`src/rtl/music_pkg.sv`:
```
// music_pkg: shared constants and player state type for the song sample players.
package music_pkg;
    localparam logic [7:0] SAMPLE_MID = 8'h80;
    localparam int MUSIC0_CLK_DIV = 12500;
    localparam int MUSIC0_SAMPLE_LEN = 200000;
    typedef enum logic [1:0] {IDLE, PLAY, PAUSE} player_state_t;
endpackage

```
`src/rtl/music_sample_player_if.sv`:
```
// music_sample_player_if: block ROM read port between the player and the song ROM.
interface music_sample_player_if #(
    parameter int ADDR_WIDTH = 32,
    parameter int DATA_WIDTH = 8
);
    logic rom_en;
    logic [ADDR_WIDTH-1:0] rom_addr;
    logic [DATA_WIDTH-1:0] rom_data;
    modport master(output rom_en, rom_addr, input rom_data);
    modport slave(input rom_en, rom_addr, output rom_data);
endinterface

```
`src/rtl/pwm_dac.sv`:
```
// pwm_dac: free-running PWM DAC; duty is latched at counter wrap so each period is glitch-free.
module pwm_dac #(
    parameter int DATA_WIDTH = 8
) (
    input  logic clk,
    input  logic rst,
    input  logic [DATA_WIDTH-1:0] duty,
    output logic pwm
);
    logic [DATA_WIDTH-1:0] cnt, duty_q;
    always_ff @(posedge clk) begin
        if (rst) begin
            cnt <= '0;
            duty_q <= '0;
        end else begin
            cnt <= cnt + 1'b1;
            if (&cnt) duty_q <= duty;
        end
    end
    assign pwm = cnt < duty_q;
endmodule

```
`src/rtl/music_sample_player.sv`:
```
// music_sample_player: paces ROM sample fetches at a fixed rate with play/pause/stop/loop
// control, absorbs the ROM read latency, and drives a PWM audio pin.
module music_sample_player import music_pkg::*; #(
    parameter int ADDR_WIDTH = 32,
    parameter int DATA_WIDTH = 8,
    parameter int SAMPLE_LEN = MUSIC0_SAMPLE_LEN,
    parameter int CLK_DIV = MUSIC0_CLK_DIV,
    parameter int ROM_LATENCY = 1
) (
    input  logic clk,
    input  logic rst,
    input  logic play,
    input  logic pause,
    input  logic stop,
    input  logic loop_en,
    music_sample_player_if.master rom,
    output logic [DATA_WIDTH-1:0] sample,
    output logic sample_valid,
    output logic playing,
    output logic done,
    output logic audio_pwm
);
    localparam int DIV_W = $clog2(CLK_DIV);
    localparam logic [DATA_WIDTH-1:0] MID = DATA_WIDTH'(SAMPLE_MID);
    localparam logic [ADDR_WIDTH-1:0] LAST = ADDR_WIDTH'(SAMPLE_LEN - 1);
    localparam logic [DIV_W-1:0] DIV_MAX = DIV_W'(CLK_DIV - 1);

    player_state_t state, state_n;
    logic [DIV_W-1:0] div;
    logic [ADDR_WIDTH-1:0] pos, addr_q;
    logic [ROM_LATENCY-1:0] vld, endq;
    logic fetch, last, song_end, capture;

    assign fetch = state == PLAY && div == '0;
    assign last = pos == LAST;
    assign song_end = fetch && last && !loop_en;
    // stop discards a capture landing in the same cycle
    assign capture = vld[ROM_LATENCY-1] && !stop;
    assign rom.rom_en = fetch;
    assign rom.rom_addr = fetch ? pos : addr_q;
    assign sample_valid = capture;
    assign done = capture && endq[ROM_LATENCY-1];
    assign playing = state == PLAY;

    always_comb begin
        state_n = stop || done ? IDLE :
                  play && state != PLAY ? PLAY :
                  pause && state == PLAY ? PAUSE : state;
    end

    always_ff @(posedge clk) begin
        if (rst) begin
            state <= IDLE;
            div <= '0;
            pos <= '0;
            addr_q <= '0;
            vld <= '0;
            endq <= '0;
            sample <= MID;
        end else begin
            state <= state_n;
            vld <= stop ? '0 : (vld << 1) | ROM_LATENCY'(fetch);
            endq <= stop ? '0 : (endq << 1) | ROM_LATENCY'(song_end);
            if (fetch) addr_q <= pos;
            // divider runs only in PLAY, so pause freezes it at its current count
            div <= stop || state == IDLE ? '0 :
                   state == PLAY ? (div == DIV_MAX ? '0 : div + 1'b1) : div;
            pos <= stop || state == IDLE ? '0 :
                   fetch ? (last ? '0 : pos + 1'b1) : pos;
            sample <= stop ? MID : capture ? rom.rom_data : state == IDLE ? MID : sample;
        end
    end

    pwm_dac #(.DATA_WIDTH(DATA_WIDTH)) u_dac (
        .clk(clk),
        .rst(rst),
        .duty(sample),
        .pwm(audio_pwm)
    );
endmodule

```
`src/flat_wrapper.sv`:
```
// flat-port wrapper written by rule: the top's interface ports become plain ports
module music_sample_player_flat import music_pkg::*;
#(
    parameter int ADDR_WIDTH = 32,
    parameter int DATA_WIDTH = 8,
    parameter int SAMPLE_LEN = MUSIC0_SAMPLE_LEN,
    parameter int CLK_DIV = MUSIC0_CLK_DIV,
    parameter int ROM_LATENCY = 1
)
  (clk, rst, play, pause, stop, loop_en, sample, sample_valid, playing, done, audio_pwm, rom_rom_en, rom_rom_addr, rom_rom_data);
  music_sample_player_if #(.ADDR_WIDTH(ADDR_WIDTH), .DATA_WIDTH(DATA_WIDTH)) rom_i ();
  input  logic clk;
  input  logic rst;
  input  logic play;
  input  logic pause;
  input  logic stop;
  input  logic loop_en;
  output logic [DATA_WIDTH-1:0] sample;
  output logic sample_valid;
  output logic playing;
  output logic done;
  output logic audio_pwm;
  output wire logic [$bits(rom_i.rom_en)-1:0] rom_rom_en;
  output wire logic [$bits(rom_i.rom_addr)-1:0] rom_rom_addr;
  input wire logic [$bits(rom_i.rom_data)-1:0] rom_rom_data;
  assign rom_rom_en = rom_i.rom_en;
  assign rom_rom_addr = rom_i.rom_addr;
  assign rom_i.rom_data = rom_rom_data;
  music_sample_player #(.ADDR_WIDTH(ADDR_WIDTH), .DATA_WIDTH(DATA_WIDTH), .SAMPLE_LEN(SAMPLE_LEN), .CLK_DIV(CLK_DIV), .ROM_LATENCY(ROM_LATENCY)) u_core (.clk(clk), .rst(rst), .play(play), .pause(pause), .stop(stop), .loop_en(loop_en), .rom(rom_i), .sample(sample), .sample_valid(sample_valid), .playing(playing), .done(done), .audio_pwm(audio_pwm));
endmodule
```
`config.mk`:
```
export PLATFORM = sky130hd
export DESIGN_NAME = music_sample_player_flat
export DESIGN_NICKNAME = d
export VERILOG_FILES = /design/src/rtl/music_pkg.sv /design/src/rtl/music_sample_player_if.sv /design/src/rtl/pwm_dac.sv /design/src/rtl/music_sample_player.sv /design/src/flat_wrapper.sv
export SDC_FILE = /design/constraint.sdc
export NUM_CORES = 1
export LEC_CHECK = 0
export ABC_AREA = 1
export BUFFER_PORTS_ARGS = -buffer_cell sky130_fd_sc_hd__buf_4
export CORE_MARGIN = 1
export CORE_UTILIZATION = 45
export CTS_CLUSTER_SIZE = 40
export DETAILED_ROUTE_END_ITERATION = 6
export GPL_TIMING_DRIVEN = 1
export PLACE_DENSITY_LB_ADDON = 0.1
export SYNTH_ARGS = -nofsm -noshare
export SYNTH_HDL_FRONTEND = slang
export SYNTH_HIERARCHICAL = 1
export SYNTH_SLANG_ARGS = --single-unit
```
`constraint.sdc`:
```
create_clock -name clk -period 1.5 [get_ports clk]
set_input_delay 0.15 -clock clk [delete_from_list [all_inputs] [get_ports clk]]
set_output_delay 0.15 -clock clk [all_outputs]
set_load 0.02 [all_outputs]
```
==> results of run 1 <==
cell families (layout without fill, tap and decap cells):
group                      after synthesis  in the layout  share of synthesized area
AOI/OAI and AO/OA                       92             92                    0.09875
xor gates and xnor gates                 8              8                    0.01268
adders and majority gates               11             11                    0.02491
buffers and inverters                   97            302                    0.07701
DFF                                    106            106                     0.3841
and+or+nand+nor                        516            516                     0.4025
synth_stat cells:
master | instances | area (um^2)
sky130_fd_sc_hd__nand2_1 | 263 | 987.2
sky130_fd_sc_hd__nor2_1 | 126 | 473.0
sky130_fd_sc_hd__dfxtp_1 | 106 | 2122
sky130_fd_sc_hd__inv_1 | 67 | 251.5
sky130_fd_sc_hd__nand3_1 | 62 | 310.3
sky130_fd_sc_hd__a21oi_1 | 56 | 280.3
sky130_fd_sc_hd__nand2_2 | 26 | 162.7
sky130_fd_sc_hd__a21oi_2 | 20 | 175.2
sky130_fd_sc_hd__clkbuf_1 | 13 | 48.80
sky130_fd_sc_hd__nand4_1 | 13 | 81.33
sky130_fd_sc_hd__ha_1 | 11 | 137.6
sky130_fd_sc_hd__o21ai_0 | 9 | 45.04
sky130_fd_sc_hd__nor2_2 | 7 | 43.79
sky130_fd_sc_hd__nor3_1 | 7 | 35.03
sky130_fd_sc_hd__inv_2 | 6 | 22.52
sky130_fd_sc_hd__xnor2_1 | 6 | 52.55
sky130_fd_sc_hd__buf_2 | 4 | 20.02
sky130_fd_sc_hd__nor2_4 | 4 | 45.04
sky130_fd_sc_hd__buf_6 | 3 | 33.78
sky130_fd_sc_hd__buf_12 | 2 | 40.04
sky130_fd_sc_hd__nor2_8 | 2 | 40.04
sky130_fd_sc_hd__nor3b_1 | 2 | 15.01
sky130_fd_sc_hd__o21a_1 | 2 | 15.01
sky130_fd_sc_hd__o21ai_1 | 2 | 10.01
sky130_fd_sc_hd__o22ai_1 | 2 | 12.51
sky130_fd_sc_hd__or2_2 | 2 | 12.51
sky130_fd_sc_hd__xor2_1 | 2 | 17.52
sky130_fd_sc_hd__a21o_1 | 1 | 7.510
sky130_fd_sc_hd__clkinv_1 | 1 | 3.750
sky130_fd_sc_hd__clkinv_2 | 1 | 5.000
sky130_fd_sc_hd__nand3_2 | 1 | 10.01
sky130_fd_sc_hd__nand3b_1 | 1 | 7.510
power breakdown:
| part | switching [mW] | leakage, nW | internal, mW | total, mW |
|---|---|---|---|---|
| sequential | 0.0113 | 0.869 | 2.82 | 2.83 |
| clock | 1.09 | 0.134 | 1.17 | 2.26 |
| combinational | 0.225 | 2.63 | 0.178 | 0.402 |
| total | 1.33 | 3.64 | 4.17 | 5.50 |
cells in the final DEF, fill, tap and decap left out, drive strengths merged, types with 5 or more instances in the layout:
cell    Yosys  layout
o21ai      11      11
nand3      63      63
clkbuf     13      10
dfxtp     106     106
nand4      13      13
a21oi      76      76
nand2     289     289
xnor2       6       6
ha         11      11
buf         9     210
clkinv      2       5
nor2      139     139
inv        73      74
nor3        7       7
state kept, by name, indices dropped and copies added, names as in the netlist:
| register | count |
|---|---|
| u_core/addr_q | 32 |
| u_core/div | 14 |
| u_core/u_dac/duty_q | 8 |
| u_core/state | 2 |
| u_core/endq | 1 |
| u_core/u_dac/cnt | 8 |
| u_core/pos | 32 |
| u_core/vld | 1 |
| u_core/sample | 8 |
repair_timing:
| action | CTS | global route |
|---|---|---|
| pin swaps | 36 | 48 |
| setup buffers | 23 | 17 |
| endpoints found under the setup margin | 85 | 98 |
| hold buffers | 1 | 0 |
| gates cloned | 2 | 0 |
| hold endpoints to repair | 1 | 0 |
| gates resized for setup | 165 | 99 |
worst max-delay path: cells and delay by family, from the launching register on:
| kind | cells | cell delay [ns] |
|---|---|---|
| simple gates | 5 | 0.44 |
| buf+inv | 5 | 0.51 |
| fa+ha+maj | 1 | 0.14 |
| flops | 1 | 0.33 |
area by class of cell:
cell class              instances  area share
multi-input cells             627      0.4444
flip-flops and latches        106      0.2504
repair buffers                211      0.2173
inverters                      75     0.03383
clock buffers                  10     0.02773
well taps                     147     0.02134
clock inverters                 6    0.004936
worst paths after layout:
| kind | end | cells past startpoint |
|---|---|---|
| worst max-delay path | rom_rom_addr[29] | 11 |
| worst min-delay path | u_core/sample[7] | 3 |
| worst max register to register | u_core/pos[23] | 15 |
| worst min register to register | u_core/u_dac/cnt[0] | 1 |
metal layers:
layer  vias to the layer above  wire length [um]
li1                       3023                 -
met2                       139              8431
met5                         -                 0
met3                        21               731
met1                      2814              7101
met4                         0               272
==> results.md, run 1 <==
Pwr:
- Overall power consumption after layout is estimated at 5.498 mW.
- The total power density per cell area is 637.9 mW/mm^2.
- The worst-case IR drop observed on VDD is 0.7812 mV.
- Summed over all cells, the static leakage comes to 3.638 nW.

Timing:
- Setup repair after global routing could not meet its margin everywhere.
- Setup total negative slack on the finished layout was measured at -17.64 ns.
- The worst-margin pin slew is 0.3548 ns.
- The fmax is 517.8 MHz.
- Setup violations remaining at the end of the flow were counted as 75.
- Hold is met by 0.04278 ns.
- The final number of hold-violating endpoints was 0.
- The post-route fraction of the period consumed by the critical path is 1.287.
- The slack of the critical path is -0.4312 ns.
- The relative slew slack is 0.7626.
- The smallest clock period supported by the final layout is computed as 1.931 ns.
- For the final database, setup skew stands at 0.007892 ns.
- The number of max-slew violations in the final report is 0.

GRT:
- The met3 usage in global routing is 0.04606.
- The number of global-route vias before repair is 5737.
- The initial antenna violation count is 0.
- The wire length of the first global-routing pass is 26790 um.
- The maximum number of pins on one net before global-route repair is 26.
- For this run, the total global-route usage over all layers was measured as 0.2639.
- In this run the most used layer during global routing was met2.
- The met2 usage in global routing is 0.4667.
- Global routing finished with a remaining overflow of 0.
- For this run, global-route usage on met1 was measured as 0.3274.

Critical path:
- The required arrival time at the worst endpoint is 1.35 ns.
- The worst setup path is launched from a flip-flop.
- The data arrival at the endpoint of the critical path is 1.78 ns.
- The endpoint kind of the worst setup timing path is a primary output.
- For this run, the slowest stage of the critical path takes 0.33 ns.
- The launch point of the critical path is u_core/div[0].
- The highest-delay cell along the critical path is sky130_fd_sc_hd__dfxtp_2.
- The critical path goes through inv_2, ha_4, nand3_4, nor2_4, nand2_4, inv_8, buf_12, buf_12, nand2_2, nand2_2, buf_6.
- The critical path in this run is classified as reg -> out.
- Across all register-to-register paths, the minimum setup slack is -0.39 ns.
- The maximum net fanout on the critical path is 7.
- The startpoint identified for the worst register-to-register timing path is u_core/div[0].

Synth:
- The flop and latch count out of synthesis is 106.
- Yosys mapped the design onto 32 distinct sky130hd cell types.
- The number of nets in the synthesized netlist is 855.
- The number of warning messages in the yosys log is 6.
- The cell area that synthesis handed to floorplanning was 0.005524 mm^2.
- The sequential share of the synthesized area is 0.3841.
- The cell count after synthesis came out at 830.
- The average cell area after synthesis is 6.655 um^2.

Clock network:
- In this run, CTS created clock tree buffers numbering 9.
- The library cell used as clock root buffer is sky130_fd_sc_hd__clkbuf_16.
- The clock sink count is 106.
- The maximum buffer depth of the clock tree is 2.
- In this run the number of H-tree levels came out at 3.
- Clock latency on the worst-skew pair, taken at its later pin, is 0.35 ns.
- The clock-pin slew on the worst setup and hold paths is 0.07 ns.
- TritonCTS built the clock tree.

Die:
- Measured along the x axis, the die boundary spans 112.8 um.
- The placeable core region is 0.01201 mm^2.
- The row count is 40.
- The die covers 0.01272 mm^2.
- The initial utilization of the core area, before any placement, comes to 0.4599.
- The I/O pin total is 59.
- The floorplan step set the die height to 112.8 um.

Detailed routing:
- The number of DRC violations after detailed routing is 0.
- After detailed routing, the total wire length is 16540 um.
- The mean number of vias per cell is 5.074.
- The post-route antenna net violation count is 0.
- The number of DRC markers after the initial detailed-route iteration is 343.
- The final route contains 5997 vias.
- Before antenna repair, the detailed router went through 5 iterations.
- After detailed routing, the average wire length per cell comes to 13.99 um.

Final layout:
- The multi-input combinational cells in the finished layout cover a total of 0.003830 mm^2.
- The area of all sequential standard cells is 0.002158 mm^2.
- Measured on the finished design, the core utilization comes to 0.7175.
- The net count of the finished layout is 1055.
- The repair_antennas step left the layout with diodes totalling 0.
- Counting the fill cells in the layout gives 982.
- The finished layout holds 1182 standard cells, fillers aside.
- The post-synthesis to final-layout area growth is 56.01%.
- Summing all non-filler instances in the final layout gives an area of 0.008618 mm^2.
- In the final layout, the share of cells above drive strength 1 is 0.4502.

Outcome:
- The final reports fail on setup timing.
- The run finished, with violations left.

Placement:
- The worst slack at placement is -0.1208 ns.
- Input and output buffers added on the ports amount to 58.
- The congestion estimate from routability-driven global placement came to 0.8987.
- The total instance count after detailed placement is 1131.
- The cell area after placement is 0.007102 mm^2.
- Detailed placement ended at an HPWL of 11370 um.

Min path:
- The startpoint of the lowest-slack hold path is rom_rom_data[7].
- The class of the worst hold path is in -> reg.

Job:
- Max-cap violations in this run came to 0.
Note: power is estimated with default switching activity, not from simulation.
==> run 2: changes to the inputs <==
==> constraint.sdc (replaced) <==
create_clock -name clk -period 1.9 [get_ports clk]
set_input_delay 0.19 -clock clk [delete_from_list [all_inputs] [get_ports clk]]
set_output_delay 0.19 -clock clk [all_outputs]
set_load 0.02 [all_outputs]
==> results.md, run 2 (synthesis gave the netlist of run 1 again) <==
Outcome:
- The run finished, with violations left.
- The final reports fail on setup timing.

Timing:
- The number of max-slew violations in the final report is 0.
- The post-route setup TNS is -2.380 ns.
- The fmax is 502.3 MHz.
- Hold timing on the final database bottoms out at a slack of 0.06771 ns.
- The slack of the critical path is -0.09103 ns.
- For the pin with the worst max-slew slack, the measured transition is 0.6016 ns.
- Setup repair after global routing could not meet its margin everywhere.
- The final number of setup-violating endpoints is 32.
- The relative slew slack is 0.5989.
- The final critical-path required period is 1.991 ns.
- Across the routed clock network, the largest skew measured is 0.008410 ns.
- Of the available clock period, the critical path in the final layout requires 1.048.
- The final number of hold-violating endpoints is 0.

Final layout:
- Leaving out filler cells and counting taps, the final layout contains 1067.
- The post-synthesis to final-layout area growth is 31.39%.
- The net total in the final layout is 941.
- Of the cells placed in the final design, the portion with a size suffix greater than 1 is 0.2891.
- The filler cells instantiated in the layout total 1139.
- 0 antenna diodes ended up in the layout.
- Leaving out fill and tap cells, the most frequent cell in the layout is sky130_fd_sc_hd__nand2_1.
- The largest registers in the layout are u_core/addr_q x32, u_core/pos x32, u_core/div x14.
- In the layout the commonest cells are 193 x sky130_fd_sc_hd__nand2_1, 121 x sky130_fd_sc_hd__nor2_1, 101 x sky130_fd_sc_hd__dfxtp_1.
- With fillers left out, the area of the finished cells amounts to 0.007258 mm^2.
- The final core area utilization is 0.6043.

Clock network:
- Counting the buffers created by CTS gives 9.
- CTS saw 106 sinks.
- The maximum buffer depth of the clock tree is 2.
- After clock tree synthesis, the clock-pin slew on the worst setup and hold paths is 0.07 ns.
- TritonCTS built the clock tree.
- Clock tree synthesis selected as its root buffer the cell sky130_fd_sc_hd__clkbuf_16.
- The H-tree was split into 3 levels.
- The worst-skew pair later-pin latency is 0.36 ns.

Min path:
- The class of the worst hold path is in -> reg.

GRT:
- The global route total overflow is 0.
- The maximum number of pins on one net before global-route repair is 46.
- For this run, global-route usage on met3 was measured as 0.05356.
- In the global route stage, overall resource usage came out at 0.2473.
- For met1 alone, demand over resource in global routing was 0.3318.
- The initial antenna violation count is 0.
- The number of global-route vias before repair is 5113.
- The layer carrying the most global-route usage is met2.
- For met2 alone, demand over resource in global routing was 0.4033.
- The first global-routing pass estimated 24760 um of wire.

Pwr:
- Of the total power, registers draw 0.480.
- The net switching component of the power is 0.9944 mW.
- The leakage dissipation is 3.070 nW.
- Of the total power, the share spent switching nets is 0.2132.
- Of the total power, the clock network draws 0.457.
- Internal power comes to 3.670 mW.
- The final total power is 4.665 mW.
- The worst-case IR drop observed on VDD is 0.6039 mV.
- For this design the ratio of total power to cell area is 642.7 mW/mm^2.
- Of the total power, combinational logic draws 0.064.

Detailed routing:
- The mean number of vias per cell is 5.118.
- For this block, the initial DRC count from the detailed router was 324.
- After detailed routing, the total wire length is 15330 um.
- The wire length per cell is 14.37 um.
- After detailed routing, the number of remaining DRC violations is 0.
- Before antenna repair, the detailed router went through 5 iterations.
- The post-route antenna net violation count is 0.
- The total number of vias is 5461.

Die:
- The row count is 40.
- For this design the top-level I/O count stands at 59.
- The die covers 0.01272 mm^2.
- The die outline width is 112.8 um.
- The initial core utilization is 0.4599.
- The die outline height is 112.8 um.
- The placeable core region is 0.01201 mm^2.

Job:
- Max-cap violations in this run came to 0.

Critical path:
- The kind of start point of the critical path is a flip-flop.
- The category of the critical setup timing path is reg -> out.
- The endpoint kind of the worst setup timing path is a primary output.
- On the worst path, the slowest cell contributes a delay of 0.32 ns.
- The maximum net fanout on the critical path is 6.
- The highest-delay cell along the critical path is sky130_fd_sc_hd__dfxtp_2.
- In this run the critical register-to-register path is launched from u_core/div[1].
- The number of buffer and inverter instances along the worst setup path is 5.
- The worst register-to-register path has a depth of 13.
- The end of the critical path is rom_rom_addr[21].
- The category of cells accounting for the largest share of critical-path delay is buffers and inverters.
- The most numerous cell type found on the critical path is sky130_fd_sc_hd__nand2_2.
- The critical path crosses 11 cells after its start point.
- Traced cell by cell, the critical path runs through inv_2, ha_4, nand3_4, nor2_4, nand2_2, buf_6, clkinv_8, clkbuf_16, nand2_2, nand2_2, buf_6.
- The worst reg2reg path endpoint is u_core/pos[3].
- Data arrives at the worst endpoint at 1.80 ns.
- In this run the register-to-register setup slack is 0.06 ns.
- The critical path starts at u_core/div[1].
- The required arrival time at the worst endpoint is 1.71 ns.

Placement:
- The placed wire-length estimate is 10050 um.
- The number of input and output port buffers inserted is 58.
- Timing analysis after detailed placement gives a worst setup slack of 0.05007 ns.
- At the end of routability-driven placement, the weighted congestion stood at 0.8983.
- The cell area after placement is 0.006108 mm^2.
- After detailed placement, the design holds a cell count of 1024.
-- run 2: cell count changes in the layout (fill, tap and decap cells not counted), sizes merged --
cell      delta
buf        -116
bufinv       +3
clkbuf       +2
clkinv       -2
clkinvlp     -1
inv          -1
-- run 2: worst min path at each step --
stage / startpoint / endpoint / slack (ns) / cells past startpoint
6_report: rom_rom_data[7] / u_core/sample[7] / 0.07 / 3
2_1_floorplan: rst / u_core/u_dac/duty_q[7] / 0.26 / 1
4_1_cts: rom_rom_data[7] / u_core/sample[7] / 0.06 / 3
3_3_place_gp: loop_en / u_core/endq / 0.35 / 2
5_1_grt: rom_rom_data[7] / u_core/sample[7] / 0.07 / 3
3_5_place_dp: loop_en / u_core/endq / 0.36 / 2
-- run 2: final cells by class --
cell class	count	area (um^2)	area share
Inverter	75	294.0	0.04051
Timing Repair Buffer	97	1031	0.1420
Clock buffer	10	239.0	0.03293
Sequential cell	106	2128	0.2932
Multi-Input combinational cell	627	3279	0.4518
Tap cell	147	183.9	0.02534
Clock inverter	5	102.6	0.01414
-- run 2: routing by layer --
layer	part of all wire	vias to the layer above	wire length, um
li1	-	2798	-
met1	0.47	2537	7251
met2	0.47	114	7280
met3	0.042	12	649
met4	0.0099	0	152
met5	0	-	0
-- run 2: repair_timing --
item / in CTS / in global routing
gates cloned: 5 / 2
hold buffers: 1 / 0
hold endpoints to repair: 1 / 0
setup endpoints to repair: 33 / 34
pin swaps: 7 / 16
buffers inserted: 12 / 9
resized for setup: 114 / 34
-- run 2: worst min-delay path, stage by stage --
cell	delay (ns)
sky130_fd_sc_hd__buf_4	0.08
sky130_fd_sc_hd__o22ai_1	0.07
sky130_fd_sc_hd__nand2_1	0.05
-- run 2: power by group through the flow --
stage / sequential (mW) / clock, mW / combinational (mW)
floorplan: 2.29 / 0 / 0.128
global placement: 2.29 / 0 / 0.188
detailed placement: 2.29 / 0 / 0.190
CTS: 2.24 / 2.18 / 0.273
global route: 2.24 / 2.25 / 0.318
finish: 2.24 / 2.13 / 0.298
